<file path="config.mk">
export PLATFORM = sky130hd
export DESIGN_NAME = ma_arbiter_flat
export DESIGN_NICKNAME = d
export VERILOG_FILES = /design/src/rtl/ma_pkg.sv /design/src/rtl/ma_arbiter_if.sv /design/src/rtl/rr_arb2.sv /design/src/rtl/ma_arbiter.sv /design/src/flat_wrapper.sv
export SDC_FILE = /design/constraint.sdc
export NUM_CORES = 1
export LEC_CHECK = 0
export BUFFER_PORTS_ARGS = -buffer_cell sky130_fd_sc_hd__buf_4
export CORE_AREA = 2 2 177 179
export DETAILED_ROUTE_END_ITERATION = 10
export DIE_AREA = 0 0 179 181
export GPL_TIMING_DRIVEN = 0
export PLACE_DENSITY = 0.49
export SLEW_MARGIN = 10
export SYNTH_ARGS = -nofsm -noshare
export SYNTH_HDL_FRONTEND = slang
export SYNTH_HIERARCHICAL = 1
export SYNTH_SLANG_ARGS = --single-unit
</file>
<file path="constraint.sdc">
create_clock -name clk -period 15.75 [get_ports clk]
set_input_delay 3.15 -clock clk [delete_from_list [all_inputs] [get_ports clk]]
set_output_delay 3.15 -clock clk [all_outputs]
set_load 0.05 [all_outputs]
</file>
<file path="src/rtl/ma_pkg.sv">
// rtl/ma_pkg.sv - shared types and constants for the MA compressor arbiter
package ma_pkg;

    localparam int MA_DATA_W = 80;
    localparam int MA_IDX_W  = 8;

    typedef enum logic [1:0] {
        NOP        = 2'd0,
        COMPRESS   = 2'd1,
        DECOMPRESS = 2'd2,
        INVALID    = 2'd3
    } ma_cmd_e;

    localparam logic [1:0] RSP_NONE = 2'd0;
    localparam logic [1:0] RSP_ERR  = 2'd3;

    typedef enum logic [1:0] {
        ST_IDLE  = 2'd0,
        ST_ISSUE = 2'd1,
        ST_WAIT  = 2'd2,
        ST_RESP  = 2'd3
    } arb_state_e;

    function automatic logic is_ma_cmd(ma_cmd_e c);
        return (c == COMPRESS) || (c == DECOMPRESS);
    endfunction

endpackage

</file>
<file path="src/rtl/ma_arbiter_if.sv">
// rtl/ma_arbiter_if.sv - requester and MA-side signal bundle for ma_arbiter
interface ma_arbiter_if #(
    parameter int DATA_W = 80,
    parameter int IDX_W  = 8
);
    logic [1:0]          req_valid;
    logic [1:0]          req_ready;
    logic [3:0]          req_cmd;
    logic [2*DATA_W-1:0] req_data;
    logic [2*IDX_W-1:0]  req_idx;

    logic [1:0]          rsp_valid;
    logic [1:0]          rsp_code;
    logic [IDX_W-1:0]    rsp_idx;
    logic [DATA_W-1:0]   rsp_data;

    logic [1:0]          ma_command;
    logic [DATA_W-1:0]   ma_data_in;
    logic [IDX_W-1:0]    ma_compressed_in;
    logic [IDX_W-1:0]    ma_compressed_out;
    logic [DATA_W-1:0]   ma_decompressed_out;
    logic [1:0]          ma_response;

    modport slave (
        input  req_valid, req_cmd, req_data, req_idx,
        input  ma_compressed_out, ma_decompressed_out, ma_response,
        output req_ready, rsp_valid, rsp_code, rsp_idx, rsp_data,
        output ma_command, ma_data_in, ma_compressed_in
    );

    modport master (
        output req_valid, req_cmd, req_data, req_idx,
        output ma_compressed_out, ma_decompressed_out, ma_response,
        input  req_ready, rsp_valid, rsp_code, rsp_idx, rsp_data,
        input  ma_command, ma_data_in, ma_compressed_in
    );

endinterface

</file>
<file path="src/rtl/rr_arb2.sv">
// rtl/rr_arb2.sv - two-way round-robin grant with a registered priority pointer
module rr_arb2 (
    input  logic       clk,
    input  logic       reset,
    input  logic [1:0] req_i,
    input  logic       advance_i,
    output logic [1:0] gnt_o,
    output logic       gnt_idx_o
);

    logic prio_q, prio_d;

    always_comb begin
        gnt_idx_o = prio_q;
        if (!req_i[prio_q]) begin
            gnt_idx_o = ~prio_q;
        end
        gnt_o = 2'b00;
        if (|req_i) begin
            gnt_o[gnt_idx_o] = 1'b1;
        end
        prio_d = prio_q;
        // The winner drops to lowest priority for the next arbitration
        if (advance_i && (|req_i)) begin
            prio_d = ~gnt_idx_o;
        end
    end

    always_ff @(posedge clk or posedge reset) begin
        if (reset) begin
            prio_q <= 1'b0;
        end else begin
            prio_q <= prio_d;
        end
    end

endmodule

</file>
<file path="src/rtl/ma_arbiter.sv">
// rtl/ma_arbiter.sv - two-requester front end for the shared MA compressor
// Defining MA_ARB_TIMEOUT_EN adds a WAIT-state timeout that answers with the error code.
module ma_arbiter
    import ma_pkg::*;
#(
    parameter int DATA_W  = MA_DATA_W,
    parameter int IDX_W   = MA_IDX_W,
    parameter int TIMEOUT = 16
) (
    input  logic        clk,
    input  logic        reset,
    ma_arbiter_if.slave bus,
    output logic        busy
);

    arb_state_e        state_q, state_d;
    ma_cmd_e           cmd_q, cmd_d;
    logic [DATA_W-1:0] data_q, data_d;
    logic [IDX_W-1:0]  idx_q, idx_d;
    logic              owner_q, owner_d;
    logic [1:0]        code_q, code_d;
    logic [IDX_W-1:0]  ridx_q, ridx_d;
    logic [DATA_W-1:0] rdata_q, rdata_d;

    logic [1:0]        elig;
    logic [1:0]        grant;
    logic              grant_idx;
    ma_cmd_e           sel_cmd;
    logic [DATA_W-1:0] sel_data;
    logic [IDX_W-1:0]  sel_idx;

    logic [1:0]        req_ready;
    logic [1:0]        rsp_valid;
    ma_cmd_e           ma_command;

`ifdef MA_ARB_TIMEOUT_EN
    localparam int CNT_W = $clog2(TIMEOUT + 1);
    logic [CNT_W-1:0] cnt_q, cnt_d;
`else
    localparam int timeout_unused = TIMEOUT;
`endif

    // Arbitration is only open in IDLE and never while reset is held
    assign elig[0] = (state_q == ST_IDLE) && !reset && bus.req_valid[0]
                     && (bus.req_cmd[1:0] != 2'd0);
    assign elig[1] = (state_q == ST_IDLE) && !reset && bus.req_valid[1]
                     && (bus.req_cmd[3:2] != 2'd0);

    rr_arb2 u_rr (
        .clk       (clk),
        .reset     (reset),
        .req_i     (elig),
        .advance_i (|grant),
        .gnt_o     (grant),
        .gnt_idx_o (grant_idx)
    );

    assign sel_cmd  = ma_cmd_e'(grant_idx ? bus.req_cmd[3:2] : bus.req_cmd[1:0]);
    assign sel_data = grant_idx ? bus.req_data[2*DATA_W-1:DATA_W] : bus.req_data[DATA_W-1:0];
    assign sel_idx  = grant_idx ? bus.req_idx[2*IDX_W-1:IDX_W] : bus.req_idx[IDX_W-1:0];

    always_comb begin
        state_d    = state_q;
        cmd_d      = cmd_q;
        data_d     = data_q;
        idx_d      = idx_q;
        owner_d    = owner_q;
        code_d     = code_q;
        ridx_d     = ridx_q;
        rdata_d    = rdata_q;
        req_ready  = 2'b00;
        rsp_valid  = 2'b00;
        ma_command = NOP;
        busy       = 1'b1;
`ifdef MA_ARB_TIMEOUT_EN
        cnt_d      = cnt_q;
`endif
        case (state_q)
            ST_IDLE: begin
                busy = 1'b0;
                if (|grant) begin
                    req_ready = grant;
                    owner_d   = grant_idx;
                    cmd_d     = sel_cmd;
                    data_d    = sel_data;
                    idx_d     = sel_idx;
                    if (is_ma_cmd(sel_cmd)) begin
                        state_d = ST_ISSUE;
                    end else begin
                        // Invalid command is answered locally; MA never sees it
                        code_d  = RSP_ERR;
                        state_d = ST_RESP;
                    end
                end
            end
            ST_ISSUE: begin
                ma_command = cmd_q;
                state_d    = ST_WAIT;
`ifdef MA_ARB_TIMEOUT_EN
                cnt_d      = '0;
`endif
            end
            ST_WAIT: begin
                if (bus.ma_response != RSP_NONE) begin
                    code_d  = bus.ma_response;
                    ridx_d  = bus.ma_compressed_out;
                    rdata_d = bus.ma_decompressed_out;
                    state_d = ST_RESP;
                end
`ifdef MA_ARB_TIMEOUT_EN
                else if (cnt_q == CNT_W'(TIMEOUT - 1)) begin
                    code_d  = RSP_ERR;
                    ridx_d  = '0;
                    rdata_d = '0;
                    state_d = ST_RESP;
                end else begin
                    cnt_d = cnt_q + 1'b1;
                end
`endif
            end
            ST_RESP: begin
                rsp_valid = owner_q ? 2'b10 : 2'b01;
                state_d   = ST_IDLE;
            end
            default: begin
                state_d = ST_IDLE;
            end
        endcase
    end

    always_ff @(posedge clk or posedge reset) begin
        if (reset) begin
            state_q <= ST_IDLE;
            cmd_q   <= NOP;
            data_q  <= '0;
            idx_q   <= '0;
            owner_q <= 1'b0;
            code_q  <= '0;
            ridx_q  <= '0;
            rdata_q <= '0;
        end else begin
            state_q <= state_d;
            cmd_q   <= cmd_d;
            data_q  <= data_d;
            idx_q   <= idx_d;
            owner_q <= owner_d;
            code_q  <= code_d;
            ridx_q  <= ridx_d;
            rdata_q <= rdata_d;
        end
    end

`ifdef MA_ARB_TIMEOUT_EN
    always_ff @(posedge clk or posedge reset) begin
        if (reset) begin
            cnt_q <= '0;
        end else begin
            cnt_q <= cnt_d;
        end
    end
`endif

    assign bus.req_ready        = req_ready;
    assign bus.rsp_valid        = rsp_valid;
    assign bus.rsp_code         = code_q;
    assign bus.rsp_idx          = ridx_q;
    assign bus.rsp_data         = rdata_q;
    assign bus.ma_command       = ma_command;
    assign bus.ma_data_in       = data_q;
    assign bus.ma_compressed_in = idx_q;

endmodule

</file>
<file path="src/flat_wrapper.sv">
// flat-port wrapper written by rule: the top's interface ports become plain ports
module ma_arbiter_flat import ma_pkg::*;
#(
    parameter int DATA_W  = MA_DATA_W,
    parameter int IDX_W   = MA_IDX_W,
    parameter int TIMEOUT = 16
)
  (clk, reset, busy, bus_req_valid, bus_req_cmd, bus_req_data, bus_req_idx, bus_ma_compressed_out, bus_ma_decompressed_out, bus_ma_response, bus_req_ready, bus_rsp_valid, bus_rsp_code, bus_rsp_idx, bus_rsp_data, bus_ma_command, bus_ma_data_in, bus_ma_compressed_in);
  ma_arbiter_if #(.DATA_W(DATA_W), .IDX_W(IDX_W)) bus_i ();
  input  logic clk;
  input  logic reset;
  output logic busy;
  input wire logic [$bits(bus_i.req_valid)-1:0] bus_req_valid;
  input wire logic [$bits(bus_i.req_cmd)-1:0] bus_req_cmd;
  input wire logic [$bits(bus_i.req_data)-1:0] bus_req_data;
  input wire logic [$bits(bus_i.req_idx)-1:0] bus_req_idx;
  input wire logic [$bits(bus_i.ma_compressed_out)-1:0] bus_ma_compressed_out;
  input wire logic [$bits(bus_i.ma_decompressed_out)-1:0] bus_ma_decompressed_out;
  input wire logic [$bits(bus_i.ma_response)-1:0] bus_ma_response;
  output wire logic [$bits(bus_i.req_ready)-1:0] bus_req_ready;
  output wire logic [$bits(bus_i.rsp_valid)-1:0] bus_rsp_valid;
  output wire logic [$bits(bus_i.rsp_code)-1:0] bus_rsp_code;
  output wire logic [$bits(bus_i.rsp_idx)-1:0] bus_rsp_idx;
  output wire logic [$bits(bus_i.rsp_data)-1:0] bus_rsp_data;
  output wire logic [$bits(bus_i.ma_command)-1:0] bus_ma_command;
  output wire logic [$bits(bus_i.ma_data_in)-1:0] bus_ma_data_in;
  output wire logic [$bits(bus_i.ma_compressed_in)-1:0] bus_ma_compressed_in;
  assign bus_i.req_valid = bus_req_valid;
  assign bus_i.req_cmd = bus_req_cmd;
  assign bus_i.req_data = bus_req_data;
  assign bus_i.req_idx = bus_req_idx;
  assign bus_i.ma_compressed_out = bus_ma_compressed_out;
  assign bus_i.ma_decompressed_out = bus_ma_decompressed_out;
  assign bus_i.ma_response = bus_ma_response;
  assign bus_req_ready = bus_i.req_ready;
  assign bus_rsp_valid = bus_i.rsp_valid;
  assign bus_rsp_code = bus_i.rsp_code;
  assign bus_rsp_idx = bus_i.rsp_idx;
  assign bus_rsp_data = bus_i.rsp_data;
  assign bus_ma_command = bus_i.ma_command;
  assign bus_ma_data_in = bus_i.ma_data_in;
  assign bus_ma_compressed_in = bus_i.ma_compressed_in;
  ma_arbiter #(.DATA_W(DATA_W), .IDX_W(IDX_W), .TIMEOUT(TIMEOUT)) u_core (.clk(clk), .reset(reset), .bus(bus_i), .busy(busy));
endmodule
</file>
# Word-level counts from Yosys, hierarchy flattened

Cells that the tools add are included.

$lt $le $gt $ge: 3
Equal/unequal tests: 8
Mux-type cells: 23
Bitwise logic cells: 2
Reductions and logical operators: 20

Operator list:

| kind                 | number |
|---|---|
| $mux W80             | 1 |
| $mux W2              | 13 |
| $mux W8              | 1 |
| $pmux W2 S4          | 1 |
| $reduce_bool A2 Y1   | 4 |
| $logic_and A1 B1 Y1  | 7 |
| $eq A2 B2 Y1 const B | 3 |
| $reduce_and A2 Y1    | 3 |
| $mux W1              | 5 |
| $eq A2 B1 Y1 const B | 2 |
| $lt A1 B2 Y1 const B | 2 |
| $ne A2 B2 Y1 const B | 2 |
| $pmux W2 S2          | 1 |
| $reduce_and A4 Y1    | 1 |
| $reduce_or A2 Y1     | 2 |
| $logic_not A2 Y1     | 1 |
| $ne A2 B1 Y1 const B | 1 |
| $not A1 Y1           | 2 |
| $demux W1 S1         | 1 |
| $ge A1 B1 Y1 const B | 1 |
| $logic_not A1 Y1     | 1 |
| $logic_or A1 B1 Y1   | 1 |

Bits in registers: 184
Input bits: 274
Output and inout bits: 185
Logic and storage cells: 65

# Logic depth before layout (Yosys ltp)

Word-level depth: 15
Gate-level depth with buffers: 10
Depth with buffers taken out: 9

# Cells and area by module

The synthesis kept the hierarchy.

By module, submodules not included:

| module     | times used | cells an instance | area an instance (µm²) | seq. area each (µm²) |
|---|---|---|---|---|
| ma_arbiter | 1          | 618               | 7781.2                 | 4579.4 |
| rr_arb2    | 1          | 9                 | 66.3                   | 25.0 |

# Worst setup path after synthesis

No wires, ideal clock.

Path kind: in2out
Start point: in reset
End point: out bus_req_ready[1]
Arrival time: 8.273 ns
Required time: 12.600 ns
Path slack: 4.327 ns
Stages on the path: 4
Path buffers: 0
Cell sequence: inv_1 > o2111a_1 > a21boi_1 > and2_1

Word-level cells in the longest chain between the ends: 15
Elaborated cells between the ends (all ways): 19
Those cells by class: 2 x order compare; 8 x mux; 9 x reduce/logical

Ends and longest elaborated chain:

| element                                                                   | RTL line           | text |
|---|---|---|
| start: declaration                                                        | flat_wrapper.sv:11 | `input logic reset;` |
| $logic_not A1 Y1 (*)                                                      | ma_arbiter.sv:46   | `assign elig[1] = (state_q == ST_IDLE) && !reset && bus.req_valid[1]` |
| $logic_and A1 B1 Y1 (*) (2 in series)                                     | ma_arbiter.sv:46   |  |
| $logic_and A1 B1 Y1 (*)                                                   | ma_arbiter.sv:47   | `&& (bus.req_cmd[3:2] != 2'd0);` |
| via u_core.elig[1]                                                        | ma_arbiter.sv:25   | `logic [1:0] elig;` |
| $mux W1 (not written as such) (2 in series)                               | rr_arb2.sv:15      | `if (!req_i[prio_q]) begin` |
| $mux W1                                                                   | rr_arb2.sv:15      |  |
| $lt A1 B2 Y1 (not written as such) / $ge A1 B1 Y1 (equally long branches) | rr_arb2.sv:20      | `gnt_o[gnt_idx_o] = 1'b1;` |
| $logic_and A1 B1 Y1 (not written as such)                                 | rr_arb2.sv:20      |  |
| $mux W1 (not written as such)                                             | rr_arb2.sv:20      |  |
| $demux W1 S1                                                              | rr_arb2.sv:20      |  |
| $mux W2 (*)                                                               | rr_arb2.sv:19      | `if (\|req_i) begin` |
| via u_core.grant[1]                                                       | ma_arbiter.sv:26   | `logic [1:0] grant;` |
| $reduce_or A2 Y1                                                          | ma_arbiter.sv:81   | `if (\|grant) begin` |
| $mux W2 (*)                                                               | ma_arbiter.sv:81   |  |
| $mux W2 (*)                                                               | ma_arbiter.sv:78   | `case (state_q)` |
| end: declaration                                                          | flat_wrapper.sv:20 | `output wire logic [$bits(bus_i.req_ready)-1:0] bus_req_ready;` |

The timed path passes the listed nets; every way through them passes the cells marked *. The select of a mux whose other input is x is not followed.

# Final worst setup path

Same ends and word-level chain as after synthesis.

==> results.json <==
{
  "dpl.cell_count": 1482,
  "crit_required_ps": 12600,
  "synth_area_um2": 7848,
  "relSlewSlack_pct": 54.60,
  "overflow": 0,
  "globalplace.congestion": 0.7808,
  "dr.pass1.iters": 4,
  "maxSlewViolCount": 0,
  "ctsResizeCount": 0,
  "clkSinkCount": 184,
  "ios": 459,
  "hold_buffers": 0,
  "layout-drive-gt1-share_pct": 53.54,
  "fin_setup_tns_ps": 0,
  "drt_wl_total_mm": 28.26,
  "diodes": 0,
  "final_cell_mix": "468 x buf_4, 184 x dfrtp_1, 91 x mux2i_1, 91 x nand2_1, 91 x o21ai_0",
  "clock_latency_ps": 430,
  "yosysSeqAreaShare_pct": 58.67,
  "synth.distinct_cells": 26,
  "post-cts-setup-buffers": 0,
  "track_usage_pct": 17.26,
  "ir_drop_mv": 0.1057,
  "htreeDepth": 4,
  "layout_commonest_cell": "buf_4",
  "drc_errors": 0,
  "p_leak_uw": 0.006416,
  "syn_inst": 627,
  "maxCapViolations": 0,
  "layout_min_cycle_time_ps": 7873,
  "antenna_found_initial": 1,
  "die_area_um2": 32400,
  "r2r_cells": 10,
  "vias": 6537,
  "die_h_um": 181,
  "start_util_pct": 25.86,
  "place_hpwl_mm": 22.21,
  "status": "finished, final reports clean",
  "crit_arrival_ps": 4720,
  "grt_max_degree": 105,
  "port_buffers": 458,
  "critPathLaunchType": "primary input",
  "fin_crit_sh_pct": 49.99,
  "finalSetupViolations": 0,
  "avgSynthCellArea_um2": 12.52,
  "clockBufferDepth": 2,
  "tritoncts": "built",
  "via_per_inst": 4.321,
  "instances_no_fill": 1513,
  "worstHoldPathCells": 2,
  "core_um2": 30350,
  "end_kind": "output port",
  "yosys_warnings": 6,
  "fin_area_um2": 12380,
  "nets": 1385,
  "finClkSkew_ps": 10.03,
  "crit_type": "primary input to output port",
  "grt_pass1_vias": 6744,
  "drt_iter0_markers": 240,
  "clk_pin_slew_worst_paths_ps": 70,
  "synth_nets": 907,
  "hold_viol_final": 0,
  "n_fill_cell": 3018,
  "postPlaceCellArea_um2": 11820,
  "hold_class": "flip-flop to flip-flop",
  "cts_buffers": 17,
  "p_per_area_nw_per_um2": 247.8,
  "syn2layout_area_growth_pct": 57.72,
  "drtAntennaViolNets": 0,
  "tightest_slew_ps": 681.0,
  "die_x_um": 179,
  "grt_pass1_wl_mm": 41.66,
  "rsz0062_at_grt": "no",
  "fp-row-count": 64,
  "clockRootBuffer": "clkbuf_16",
  "max_freq_mhz": 127.0,
  "post_drt_wl_per_cell_um": 18.68,
  "cp_max_fo": 82,
  "synth_seq_cells": 184
}
[cell usage after synthesis]
master    number  area share (%)
a211oi_2       1            0.16
nand2_1       91             4.4
nand2b_1       2            0.16
buf_6          2            0.29
mux2_2        76              11
a21oi_1        2            0.13
a21boi_1       1           0.096
mux2_1        15             2.2
o21ai_0       91             5.8
nor2b_1        1           0.080
inv_1          7            0.33
a21o_1         1           0.096
xnor2_1        2            0.22
mux2i_1       91              12
clkbuf_1       9            0.43
nor2_1         5            0.24
buf_2         17             1.1
a22o_1         1            0.11
o2111a_1       2            0.29
and2_1         6            0.48
a31oi_1        1           0.080
ha_1           6            0.96
buf_4         10            0.96
o21ai_2        2            0.22
a211oi_1       1           0.096
dfrtp_1      184              59
[registers in the layout, summed over array words and instances, names as in the netlist]
| register | cells |
|---|---|
| u_core/bus.ma_data_in | 80 |
| u_core/bus.rsp_idx | 8 |
| u_core/u_rr/prio_q | 1 |
| u_core/state_q | 2 |
| u_core/bus.rsp_code | 2 |
| u_core/cmd_q | 2 |
| u_core/owner_q | 1 |
| u_core/bus.ma_compressed_in | 8 |
| u_core/bus.rsp_data | 80 |
[worst max-delay path, stage by stage]
cell and delay [ps]:
buf_4 130, inv_8 400, o2111a_1 320, a21boi_1 310, and2_1 190, buf_4 200
[worst paths after layout]
check	startpoint	end	slack, ps
worst max-delay path	reset	bus_req_ready[1]	7880
worst min-delay path	u_core/cmd_q[0]$_DFFE_PP0P_	u_core/cmd_q[0]$_DFFE_PP0P_	470
worst max register to register	u_core/state_q[0]$_DFFE_PP0P_	u_core/bus.ma_data_in[75]$_DFFE_PP0P_	12840
worst min register to register	u_core/cmd_q[0]$_DFFE_PP0P_	u_core/cmd_q[0]$_DFFE_PP0P_	470
max in group asynchronous	reset	u_core/bus.ma_data_in[24]$_DFFE_PP0P_	11990
min in group asynchronous	reset	u_core/u_rr/prio_q$_DFFE_PP0P_	2580
[logic make-up after synthesis]
logic type	share of synthesized area [%]
adders and majority gates	0.9566
and+or+nand+nor	5.309
xor gates and xnor gates	0.2233
buffers and inverters	3.093
muxes	24.67
DFF	58.67
AOI/OAI and AO/OA	7.079
[through the flow]
stage                     total power [µW]  hold WS, ps  setup WS [ps]  utilization (%)
after floorplan                       2059        441.8           4327                -
after global placement                2665        453.3           2156            38.82
after detailed placement              2677        463.7           7794            38.93
after CTS                             3109        479.8           7785            40.78
after global routing                  3224        498.7           7667            40.78
final                                 3067        473.8           7877            40.78
[final cells by class]
class | instances | area [µm²] | share of cell area, %
clock buffers | 18 | 429.2 | 3.467
well taps | 396 | 495.5 | 4.003
repair buffers | 459 | 3466 | 28.00
clock inverters | 13 | 131.4 | 1.061
inverters | 7 | 33.78 | 0.2729
flip-flops and latches | 184 | 4604 | 37.20
multi-input cells | 398 | 3000 | 24.24
plain buffers | 38 | 216.5 | 1.749
[power breakdown]
part           total (µW)  internal (µW)  switching (µW)  leakage [µW]
Combinational        1820            602            1220       0.00391
Sequential            822            700             122       0.00224
Clock                 424            211             214      0.000270
Total                3070           1510            1550       0.00642
[routing by layer]
layer	vias up	GRT usage, %	share of wire (%)
li1	3132	-	-
met1	3149	20.44	39
met2	224	30.49	52
met3	32	4.188	6.7
met4	0	5.398	2.1
met5	-	0	0
Note: power is estimated with default switching activity, not from simulation.
